$ cat src/rtl/alu_pkg.sv
// alu_pkg: shared widths, ALU opcodes and controller state encoding
package alu_pkg;
   localparam int ALU_DATA_W = 8;
   localparam int ALU_OP_W   = 3;
   localparam logic [ALU_OP_W-1:0] OP_ADD = 3'b000;
   localparam logic [ALU_OP_W-1:0] OP_SUB = 3'b001;
   localparam logic [ALU_OP_W-1:0] OP_AND = 3'b010;
   localparam logic [ALU_OP_W-1:0] OP_OR  = 3'b011;
   localparam logic [ALU_OP_W-1:0] OP_XOR = 3'b100;
   localparam logic [ALU_OP_W-1:0] OP_NOT = 3'b101;
   localparam logic [ALU_OP_W-1:0] OP_SHL = 3'b110;
   localparam logic [ALU_OP_W-1:0] OP_SHR = 3'b111;
   typedef enum logic [1:0] {
      IDLE  = 2'd0,
      ISSUE = 2'd1,
      WAIT  = 2'd2,
      RESP  = 2'd3
   } state_e;
endpackage

$ cat src/rtl/alu_rr_pick.sv
// alu_rr_pick: two-way round-robin picker favouring the requester not served last
module alu_rr_pick (
   input  logic [1:0] req_valid_i,
   input  logic       last_grant_i,
   output logic       grant_o,
   output logic       any_o
);
   // both pending: alternate away from the last winner; otherwise take whoever is pending
   always_comb begin
      any_o   = |req_valid_i;
      grant_o = (&req_valid_i) ? ~last_grant_i : req_valid_i[1];
   end
endmodule

$ cat src/rtl/alu_share_ctrl.sv
// alu_share_ctrl: shares one ALU between two requesters, one job in flight at a time
module alu_share_ctrl
   import alu_pkg::*;
#(
   parameter int DATA_W      = ALU_DATA_W,
   parameter int OP_W        = ALU_OP_W,
   parameter int ALU_LATENCY = 1
) (
   input  logic              clock_i,
   input  logic              reset_n_i,
   input  logic [1:0]        req_valid_i,
   output logic [1:0]        req_ready_o,
   input  logic [DATA_W-1:0] req0_a_i,
   input  logic [DATA_W-1:0] req0_b_i,
   input  logic [OP_W-1:0]   req0_op_i,
   input  logic [DATA_W-1:0] req1_a_i,
   input  logic [DATA_W-1:0] req1_b_i,
   input  logic [OP_W-1:0]   req1_op_i,
   output logic [1:0]        rsp_valid_o,
   input  logic [1:0]        rsp_ready_i,
   output logic [DATA_W-1:0] rsp_data_o,
   output logic              alu_enable_o,
   output logic [DATA_W-1:0] alu_a_o,
   output logic [DATA_W-1:0] alu_b_o,
   output logic [OP_W-1:0]   alu_control_bus_o,
   input  logic [DATA_W-1:0] alu_outp_i,
   output logic              busy_o
);
   localparam int CNT_W = 4;

   state_e            state_q, state_d;
   logic              last_grant_q, last_grant_d;
   logic              grant_q, grant_d;
   logic [CNT_W-1:0]  cnt_q, cnt_d;
   logic [DATA_W-1:0] a_q, a_d;
   logic [DATA_W-1:0] b_q, b_d;
   logic [OP_W-1:0]   op_q, op_d;
   logic [DATA_W-1:0] data_q, data_d;
   logic              pick_grant;
   logic              pick_any;

   alu_rr_pick u_pick (
      .req_valid_i  (req_valid_i),
      .last_grant_i (last_grant_q),
      .grant_o      (pick_grant),
      .any_o        (pick_any)
   );

   // job sequencing: accept in IDLE, pulse the ALU, count down its latency, hold result until taken
   always_comb begin
      state_d      = state_q;
      last_grant_d = last_grant_q;
      grant_d      = grant_q;
      cnt_d        = cnt_q;
      a_d          = a_q;
      b_d          = b_q;
      op_d         = op_q;
      data_d       = data_q;
      req_ready_o  = 2'b00;
      case (state_q)
         IDLE: begin
            if (pick_any) begin
               req_ready_o = pick_grant ? 2'b10 : 2'b01;
               grant_d     = pick_grant;
               a_d         = pick_grant ? req1_a_i : req0_a_i;
               b_d         = pick_grant ? req1_b_i : req0_b_i;
               op_d        = pick_grant ? req1_op_i : req0_op_i;
               state_d     = ISSUE;
            end
         end
         ISSUE: begin
            cnt_d   = CNT_W'(ALU_LATENCY);
            state_d = WAIT;
         end
         WAIT: begin
            cnt_d = cnt_q - 1'b1;
            if (cnt_q == CNT_W'(1)) begin
               data_d  = alu_outp_i;
               state_d = RESP;
            end
         end
         RESP: begin
            if (rsp_ready_i[grant_q]) begin
               last_grant_d = grant_q;
               state_d      = IDLE;
            end
         end
         default: state_d = IDLE;
      endcase
   end

   // state, arbitration history and operand/result registers; reset discards any job in flight
   always_ff @(posedge clock_i or negedge reset_n_i) begin
      if (!reset_n_i) begin
         state_q      <= IDLE;
         last_grant_q <= 1'b1;
         grant_q      <= 1'b0;
         cnt_q        <= '0;
         a_q          <= '0;
         b_q          <= '0;
         op_q         <= '0;
         data_q       <= '0;
      end else begin
         state_q      <= state_d;
         last_grant_q <= last_grant_d;
         grant_q      <= grant_d;
         cnt_q        <= cnt_d;
         a_q          <= a_d;
         b_q          <= b_d;
         op_q         <= op_d;
         data_q       <= data_d;
      end
   end

   assign alu_enable_o      = (state_q == ISSUE);
   assign busy_o            = (state_q != IDLE);
   assign rsp_valid_o       = (state_q != RESP) ? 2'b00 : (grant_q ? 2'b10 : 2'b01);
   assign rsp_data_o        = data_q;
   assign alu_a_o           = a_q;
   assign alu_b_o           = b_q;
   assign alu_control_bus_o = op_q;
endmodule
$ cat config.mk
export PLATFORM = sky130hd
export DESIGN_NAME = alu_share_ctrl
export DESIGN_NICKNAME = d
export VERILOG_FILES = /design/src/rtl/alu_pkg.sv /design/src/rtl/alu_rr_pick.sv /design/src/rtl/alu_share_ctrl.sv
export SDC_FILE = /design/constraint.sdc
export NUM_CORES = 1
export LEC_CHECK = 0
export ABC_CLOCK_PERIOD_IN_PS = 2500
export CAP_MARGIN = 25
export CORE_UTILIZATION = 40
export DETAILED_ROUTE_END_ITERATION = 8
export GPL_ROUTABILITY_DRIVEN = 0
export PLACE_DENSITY = 0.9
export SLEW_MARGIN = 30
export SYNTH_ARGS = -nofsm -noshare
export SYNTH_HDL_FRONTEND = slang
export SYNTH_SLANG_ARGS = --single-unit
export TNS_END_PERCENT = 10
$ cat constraint.sdc
create_clock -name clock_i -period 2.5 [get_ports clock_i]
set_clock_uncertainty 0.1 [all_clocks]
set_input_delay 0.25 -clock clock_i [delete_from_list [all_inputs] [get_ports clock_i]]
set_output_delay 0.25 -clock clock_i [all_outputs]
set_load 0.05 [all_outputs]
---- Word level (Yosys, flattened, before mapping) ----
Index checks and enable logic that the tools add are counted.
cells by class
  $add $sub $neg .......................... 1
  multipliers ............................. 0
  div/mod/pow operators ................... 0
  magnitude comparators ................... 1
  eq/ne operators ......................... 8
  shifts and indexed selects .............. 0
  multiplexer cells ....................... 16
  bitwise gates (word level) .............. 1
  reductions and logical operators ........ 9
operators with widths
  cell                                                                           number
  2-bit 2-to-1 mux                                                               8
  8-bit 2-to-1 mux                                                               2
  2-bit inequality test (second input constant)                                  4
  2-bit case mux with 4 select lines                                             1
  4-bit case mux with 2 select lines                                             1
  2-bit AND reduction                                                            4
  2-bit equality test (second input constant)                                    2
  4-bit by 1-bit equality test with 1-bit output (second input constant)         1
  2-bit nonzero test                                                             2
  4-bit by 1-bit subtractor with 4-bit output (second input constant)            1
  1-bit 2-to-1 mux                                                               3
  3-bit 2-to-1 mux                                                               1
  3-bit AND reduction                                                            1
  2-bit by 1-bit equality test with 1-bit output (second input constant)         1
  2-bit zero test                                                                1
  1-bit by 2-bit less-than comparator with 1-bit output (second input constant)  1
  2-bit OR reduction                                                             1
  1-bit inverter                                                                 1
storage, ports and cells
  bits in registers ....................... 35
  bits in latches ......................... 0
  bits in writable memories ............... 0
  memory bits (read-only) ................. 0
  input port bits ......................... 52
  logic and storage cells ................. 44
  memories kept ........................... 0

---- Logic depth before layout (Yosys ltp) ----
Gate-level depths: netlist of run 1.
  depth in word-level cells ............... 5
  depth in mapped cells ................... 7
  depth with buffers taken out ............ 5

---- Modules after synthesis ----
Synthesis of run 1 repeated with hierarchy kept, for this count alone.
second synthesis, totals
  cell total of the unflattened synthesis .. 155
  area total of the unflattened synthesis .. 1672.9 µm²
by module, submodules not included
  module          instances  cells an instance  area each (µm²)
  alu_share_ctrl  1          153                1659.1
  alu_rr_pick     1          2                  13.8

---- Least setup slack after synthesis of run 1 ----
No wires, ideal clock.
  path type ............................... register -> register
  start ................................... reg state_q[0]
  end ..................................... reg b_q[0], in the netlist alu_b_o[0]
  arrival ................................. 2.005 ns
  slack ................................... 0.326 ns
  cell stages (with the launch flop) ...... 7
  path buffers ............................ 1
  period minus slack after synthesis ...... 2.174 ns
  cells stage by stage .................... dfrtp_1 > inv_1 > ha_1 > clkbuf_1 > o21ai_2 > nor2_1 > a221o_1
between the ends
  cells in the longest elaborated chain, start to end .. 2
RTL lines
  what                                  RTL line               source
  from (decl)                           alu_share_ctrl.sv:31   state_e state_q, state_d;
  from (signal assigned)                alu_share_ctrl.sv:104  state_q <= state_d;
  2-bit zero test                       alu_share_ctrl.sv:60   case (state_q)
  2-bit AND reduction (no source line)  -
  to (signal assigned)                  alu_share_ctrl.sv:100  b_q <= '0;
  to (signal assigned)                  alu_share_ctrl.sv:109  b_q <= b_d;
  to (decl)                             alu_share_ctrl.sv:36   logic [DATA_W-1:0] b_q, b_d;
No other way between the ends.
A chain may end at the register's enable or synchronous reset.

---- Worst setup path in the final report of run 1 ----
  start ................................... reg state_q[0]
  end ..................................... out rsp_valid_o[0]
between the ends
  cells in the longest elaborated chain, start to end .. 2
RTL lines
  what                   RTL line               source
  2-bit inequality test  alu_share_ctrl.sv:117  assign rsp_valid_o = (state_q != RESP) ? 2'b00 : (grant_q ? 2'b10 : 2'b01);
  2-bit 2-to-1 mux       alu_share_ctrl.sv:117
  to (decl)              alu_share_ctrl.sv:19   output logic [1:0] rsp_valid_o,
No other way between the ends.

==> reports/qor.csv, run 1 <==
stage,metric,value,unit
worst_setup_path,r2r worst-path depth,5,
power,pwr dens,1418,mW/mm^2
worst_setup_path,"Max FO, Critical Path",6,
layout,Storage cell area,877.1,sq um
timing,number of setup violations in the final report,0,
routing,First-pass DRT Iterations,4,
synthesis,Mapped Cells,148,
clocking,clock sink total,35,
timing,hold violation count in the final report,0,
global_routing,gr busiest metal,met2,
timing,Rel. slew slack,49.84,%
synthesis,post-synthesis sequential area ratio,52.51,%
power,worst vdd ir,685.9,uV
worst_setup_path,worst path cell trace,ha_1 -> nor2b_1 -> clkdlybuf4s50_1,
worst_setup_path,Bufs and invs on worst path,1,
clocking,setup bufs post-CTS,0,
worst_setup_path,"Slowest-stage cell, CP",clkdlybuf4s50_1,
worst_setup_path,Crit Path Class,register to output port,
layout,Area Growth Syn to Fin,61.57,%
clocking,Bufs on Longest Clock Path,2,
routing,Routed Wire Length,4.043,mm
global_routing,met2 Usage GRT,31.31,%
floorplan,Ports,85,
routing,final antenna-violating net count,0,
synthesis,Mapped Area,0.001670,sq mm
clocking,CTS tree,done,
timing,maximum clock rate,440.1,MHz
power,power share of the sequential group,26.0,%
power,combinational share of power,60.6,%
floorplan,Die X,66.62,um
worst_setup_path,Top delay family on crit path,buffers and inverters,
global_routing,pin count of the biggest net entering global routing,36,
timing,measured slew at the worst slew-check pin,0.7524,ns
power,sw power,1.803,mW
run_status,outcome,finished clean,
global_routing,GRT Util Overall,18.94,%
floorplan,Site Rows,23,
hold_path,hold path start,alu_b_o[4]$_DFFE_PN0P_,
synthesis,synthesis-stage register bit count,35,
synthesis,Syn Nets,206,
timing,Max Transition Viols Final,0,
layout,n_diodes,0,
worst_setup_path,r2r setup slk,0.60,ns
global_routing,number of global-route vias before repair,1400,
worst_setup_path,Startpoint Class,register,
worst_setup_path,CP required,2.15,ns
global_routing,met3 Use GR,3.938,%
routing,Detailed Route Iter0 Violations,64,
hold_path,WHS Endpoint,alu_b_o[4]$_DFFE_PN0P_,
power,Leak Pwr,1.194,nW
worst_setup_path,RR Startpoint,cnt_q[1]$_DFFE_PN0P_,
clocking,CTS Buf Count,5,
layout,layout cells sized above 1,8.439,%
timing,crit share post-route,90.89,%
synthesis,Yosys top cell by area,dfrtp_1,
layout,FILL cells,325,
hold_path,Worst Hold Class,register to register,
clocking,CTS root buf,clkbuf_8,
floorplan,Initial Utilization,41.76,%
layout,area of the multi-input gates,735.7,sq um
placed_design,Port Buffer Count,84,
routing,Vias per Instance,5.045,
timing,RSZ-0062 raised after global routing,false,
worst_setup_path,max incr delay on CP,0.81,ns
timing,post-layout min period,2.272,ns
layout,nets,294,
clocking,clock latency on the worst-skew pair,0.28,ns
clocking,H-tree Lvls,2,
flow_run,max-cap viol count,0,
synthesis,Avg Inst Size Synth,11.29,sq um
timing,hold_ws,0.3837,ns
power,P_int,2.023,mW
layout,final core occ,67.47,%
synthesis,synth warn,0,
worst_setup_path,r2r endpoint,state_q[1]$_DFFE_PN0P_,
synthesis,"Distinct cells, synth",31,
global_routing,M1 GR Usage,23.13,%
global_routing,global-route wire length before repair,6.285,mm
power,clock share of power,13.4,%
global_routing,initial antenna violation count,0,
floorplan,die area,0.004438,sq mm
power,switch share,47.12,%
routing,Vias,1448,
global_routing,grt total ovfl,0,
clocking,Clock transition at path regs,0.07,ns
placed_design,dpl hpwl,3.169,mm
routing,Avg WL per Cell,14.09,um
worst_setup_path,Worst Setup End Kind,output port,
worst_setup_path,Arrival @ worst endpoint,1.92,ns
floorplan,die outline height,66.62,um
routing,DRC,0,
synthesis,"top cells by area, synth","dfrtp_1 51%, mux2i_1 10%, mux2_1 6.1%",
floorplan,Core Region,0.004000,sq mm
hold_path,Hold Path Depth,2,
synthesis,Yosys top cell area share,50.94,%
timing,Setup TNS Final,0,ns
-- power by group through the flow --
stage          Sequential (mW)  Clock (mW)  Combinational (mW)
2_1_floorplan             1.74           0               0.813
3_5_place_dp              1.01           0                2.33
3_3_place_gp             0.989           0                2.27
5_1_grt                   1.03       0.553                2.47
4_1_cts                  0.998       0.524                2.34
6_report                 0.995       0.513                2.32
-- placed cells by master (no fill, tap or decap), types with 2 or more instances in the layout --
cell | Yosys | routed
buf_4 | 1 | 4
clkdlybuf4s50_1 | 0 | 81
a21oi_1 | 2 | 2
and2_1 | 2 | 2
nor2_1 | 3 | 3
dfrtp_1 | 34 | 34
mux2i_1 | 17 | 17
and3_1 | 4 | 4
clkbuf_8 | 0 | 6
inv_1 | 8 | 8
nand2_1 | 17 | 17
nand3b_1 | 2 | 2
mux2_1 | 9 | 9
a221o_1 | 4 | 4
nor2b_1 | 2 | 2
ha_1 | 6 | 6
o21ai_0 | 17 | 17
-- stage by stage --
stage | std cells | worst slack [ns] | total power [mW] | instance area, sq um
4_1_cts | 287 | 0.2156 | 3.861 | 2699
3_3_place_gp | 278 | 0.5503 | 3.261 | 2571
3_5_place_dp | 278 | 0.5107 | 3.342 | 2571
6_report | 287 | 0.2277 | 3.826 | 2699
2_1_floorplan | 148 | 0.3258 | 2.549 | 1670
5_1_grt | 287 | 0.1309 | 4.050 | 2699
-- per-layer routing --
metal	part of all wire [%]	vias to the layer above
li1	-	695
met1	40	684
met3	5.9	13
met4	3.6	0
met2	51	56
met5	0	-
-- worst register-to-register path, delay by kind of cell (launching register included) --
| kind | cells | cell delay [ns] |
|---|---|---|
| AO/OA/AOI/OAI | 1 | 0.30 |
| adder cells (fa/ha/maj) | 1 | 0.14 |
| buffers and inverters | 1 | 0.10 |
| flip-flops | 1 | 0.38 |
| multiplexers | 1 | 0.36 |
| AND/OR/NAND/NOR | 1 | 0.40 |
-- worst max-delay path by stage --
stage               slack (ns)                endpoint  depth (start not counted)                    from
floorplan                 0.33  alu_b_o[0]$_DFFE_PN0P_                          6  state_q[0]$_DFFE_PN0P_
global placement          0.55                  busy_o                          4  state_q[0]$_DFFE_PN0P_
detailed placement        0.51          rsp_valid_o[0]                          3  state_q[1]$_DFFE_PN0P_
CTS                       0.22          rsp_valid_o[0]                          3  state_q[1]$_DFFE_PN0P_
global route              0.13          rsp_valid_o[0]                          3  state_q[1]$_DFFE_PN0P_
finish                    0.23          rsp_valid_o[0]                          3  state_q[0]$_DFFE_PN0P_
-- what timing repair did --
action / in CTS / in global routing
resized for setup: 0 / 0
hold buffers: 1 / 0
endpoints found under the hold margin: 34 / 0
-- synth_stat cells --
master	count
a21boi_1	1
a21o_1	1
a21oi_1	2
a221o_1	4
a221oi_2	1
a2bb2oi_1	1
and2_1	2
and3_1	4
buf_2	1
buf_4	1
clkbuf_1	5
dfrtp_1	34
dfstp_2	1
ha_1	6
inv_1	8
mux2_1	9
mux2i_1	17
nand2_1	17
nand3_1	1
nand3b_1	2
nor2_1	3
nor2_4	1
nor2b_1	2
nor3_1	1
nor3b_1	1
o21a_1	1
o21ai_0	17
o21ai_2	1
o22ai_1	1
o2bb2ai_1	1
or3b_4	1
-- logic make-up (layout without fill, tap and decap cells) --
logic type	after synthesis	in the layout	synth area share, %
flops	35	35	52.51
mux	26	26	16.25
compound gates	31	31	12.29
fa+ha+maj	6	6	4.494
simple gates	35	35	10.79
buf+inv	15	104	3.670
-- final cells by class --
class | instances | share of cell area [%]
clock inverter | 2 | 1.298
tap | 50 | 2.318
timing repair buffer | 88 | 32.45
multi-input combinational | 98 | 27.26
sequential | 35 | 32.50
inverter | 8 | 1.113
clock buffer | 6 | 3.060
-- flip-flops by register name, summed over array words and instances, names as in the netlist --
register           cells
alu_a_o                8
alu_b_o                8
rsp_data_o             8
cnt_q                  4
alu_control_bus_o      3
state_q                2
grant_q                1
last_grant_q           1
(Power assumes the default switching activity.)
==> inputs of run 2 (changes only) <==
--- a/config.mk
+++ b/config.mk
@@ -7,6 +7,7 @@
 export LEC_CHECK = 0
 export ABC_CLOCK_PERIOD_IN_PS = 2500
 export CAP_MARGIN = 25
+export CORE_MARGIN = 1
 export CORE_UTILIZATION = 40
 export DETAILED_ROUTE_END_ITERATION = 8
 export GPL_ROUTABILITY_DRIVEN = 0
==> results of run 2 <==
Final layout, timing and power as in run 1 (identical DEF).
==> inputs of run 3 (changes only) <==
--- a/config.mk
+++ b/config.mk
@@ -5,12 +5,12 @@
 export SDC_FILE = /design/constraint.sdc
 export NUM_CORES = 1
 export LEC_CHECK = 0
-export ABC_CLOCK_PERIOD_IN_PS = 2500
 export CAP_MARGIN = 25
 export CORE_MARGIN = 1
 export CORE_UTILIZATION = 40
 export DETAILED_ROUTE_END_ITERATION = 8
 export GPL_ROUTABILITY_DRIVEN = 0
+export GPL_TIMING_DRIVEN = 0
 export PLACE_DENSITY = 0.9
 export SLEW_MARGIN = 30
 export SYNTH_ARGS = -nofsm -noshare
==> run 3 against run 2 <==
Total power hardly changed. Utilization up 0.50 points. Critical path depth grew 2. Global-route usage up 0.43 points. First-iteration DRC count fell by 11%. Register-to-register slack about the same. Worst hold slack worse by 0.046 ns.
==> reports/qor.csv, run 3 (same netlist as run 1, synthesis figures left out) <==
stage,metric,value,unit
routing,First-pass DRT Iterations,7,
power,Leak Pwr,1.200,nW
placed_design,dpl cell area,0.002596,sq mm
timing,Max Transition Viols Final,0,
floorplan,die area,0.004438,sq mm
worst_setup_path,CP required,2.15,ns
layout,most frequent cells in the layout,"81 x clkdlybuf4s50_1, 34 x dfrtp_1, 17 x mux2i_1, 17 x nand2_1, 17 x o21ai_0",
clocking,CTS tree,done,
layout,area of the multi-input gates,734.5,sq um
timing,crit share post-route,92.02,%
worst_setup_path,Critical Path Start,state_q[0]$_DFFE_PN0P_,
layout,FILL cells,306,
layout,"most common cell after layout, fill and taps aside",clkdlybuf4s50_1,
routing,DRC,0,
layout,Storage cell area,877.1,sq um
worst_setup_path,Arrival @ worst endpoint,1.95,ns
global_routing,grt total ovfl,0,
timing,measured slew at the worst slew-check pin,0.5244,ns
clocking,Bufs on Longest Clock Path,2,
floorplan,Core Region,0.004000,sq mm
worst_setup_path,Crit Path Class,register to output port,
worst_setup_path,"Max FO, Critical Path",9,
layout,n_diodes,0,
timing,hold_ws,0.3375,ns
clocking,clock sink total,35,
global_routing,global-route wire length before repair,6.375,mm
timing,Final WS setup,0.1996,ns
placed_design,Place WS,-0.2103,ns
worst_setup_path,Startpoint Class,register,
flow_run,max-cap viol count,0,
clocking,CTS Buf Count,5,
clocking,CTS root buf,clkbuf_8,
worst_setup_path,Worst Setup End Kind,output port,
routing,Avg WL per Cell,14.04,um
timing,Rel. slew slack,64.93,%
layout,Post-Layout Cell Count,291,
worst_setup_path,RR Startpoint,cnt_q[1]$_DFFE_PN0P_,
floorplan,die outline height,66.62,um
clocking,setup bufs post-CTS,0,
floorplan,Ports,85,
layout,Final Cell Area,0.002719,sq mm
timing,hold violation count in the final report,0,
hold_path,Worst Hold Class,input port to asynchronous set/reset pin,
power,pwr dens,1407,mW/mm^2
floorplan,Initial Utilization,41.76,%
clocking,clock latency on the worst-skew pair,0.28,ns
routing,Detailed Route Iter0 Violations,57,
placed_design,Cell Count Post-Placement,283,
global_routing,number of global-route vias before repair,1449,
layout,nets,298,
clocking,Clock transition at path regs,0.07,ns
routing,Vias,1441,
timing,number of setup violations in the final report,0,
floorplan,Die X,66.62,um
timing,post-layout min period,2.300,ns
global_routing,GRT Util Overall,19.37,%
placed_design,dpl hpwl,3.214,mm
clocking,H-tree Lvls,2,
global_routing,initial antenna violation count,0,
worst_setup_path,r2r setup slk,0.61,ns
routing,final antenna-violating net count,0,
floorplan,Site Rows,23,
timing,Setup TNS Final,0,ns
run_status,outcome,finished clean,
layout,layout cells sized above 1,8.299,%
global_routing,pin count of the biggest net entering global routing,20,
routing,Routed Wire Length,4.086,mm
timing,maximum clock rate,434.7,MHz
routing,Vias per Instance,4.952,
timing,RSZ-0062 raised after global routing,false,
placed_design,Port Buffer Count,84,
power,worst vdd ir,731.9,uV
layout,Area Growth Syn to Fin,62.77,%
==> run 3: path summary, 6_finish.rpt <==
path	to	depth (start not counted)
setup / recovery	req_ready_o[0]	5
hold / removal	rsp_data_o[0]$_DFFE_PN0P_	2
setup reg to reg	state_q[1]$_DFFE_PN0P_	5
hold reg to reg	alu_a_o[0]$_DFFE_PN0P_	2
max in group asynchronous	alu_b_o[6]$_DFFE_PN0P_	3
min in group clock_i	alu_a_o[0]$_DFFE_PN0P_	2
==> run 3: layer usage <==
| metal | track usage, % | share of wire (%) | vias to the layer above |
|---|---|---|---|
| li1 | - | - | 703 |
| met1 | 22.68 | 41 | 683 |
| met2 | 34.85 | 52 | 47 |
| met3 | 4.452 | 5.7 | 8 |
| met4 | 5.585 | 1.5 | 0 |
| met5 | 0 | 0 | - |
==> run 3: stage by stage <==
stage	power, mW	utilization [%]
after floorplan	2.549	-
after global placement	3.261	64.34
after detailed placement	3.338	64.90
after CTS	3.860	68.16
after global routing	4.053	67.97
final	3.826	67.97
==> run 3: cell type report <==
class	count	area share [%]
Inverter	8	1.104
Tap cell	50	2.301
Multi-Input combinational cell	98	27.01
Buffer	6	1.012
Timing Repair Buffer	86	31.98
Sequential cell	35	32.26
Clock inverter	2	1.289
Clock buffer	6	3.037
==> run 3: power breakdown <==
| part | leakage [nW] | switching [mW] | internal [mW] |
|---|---|---|---|
| sequential | 0.426 | 0.156 | 0.841 |
| combinational | 0.713 | 1.47 | 0.843 |
| clock | 0.0612 | 0.197 | 0.323 |
==> run 3: repair_timing <==
item / 4_1_cts / 5_1_grt
setup endpoints to repair: 2 / 2
hold endpoints to repair: 15 / 0
hold buffers: 1 / 0
resized for setup: 5 / 2
cloned: 0 / 0
==> run 3: worst max-delay path: stages (launching register included) <==
cell	delay (ns)
dfrtp_1	0.42
inv_1	0.09
ha_1	0.33
o21ai_2	0.20
nor2_2	0.23
clkdlybuf4s15_2	0.41
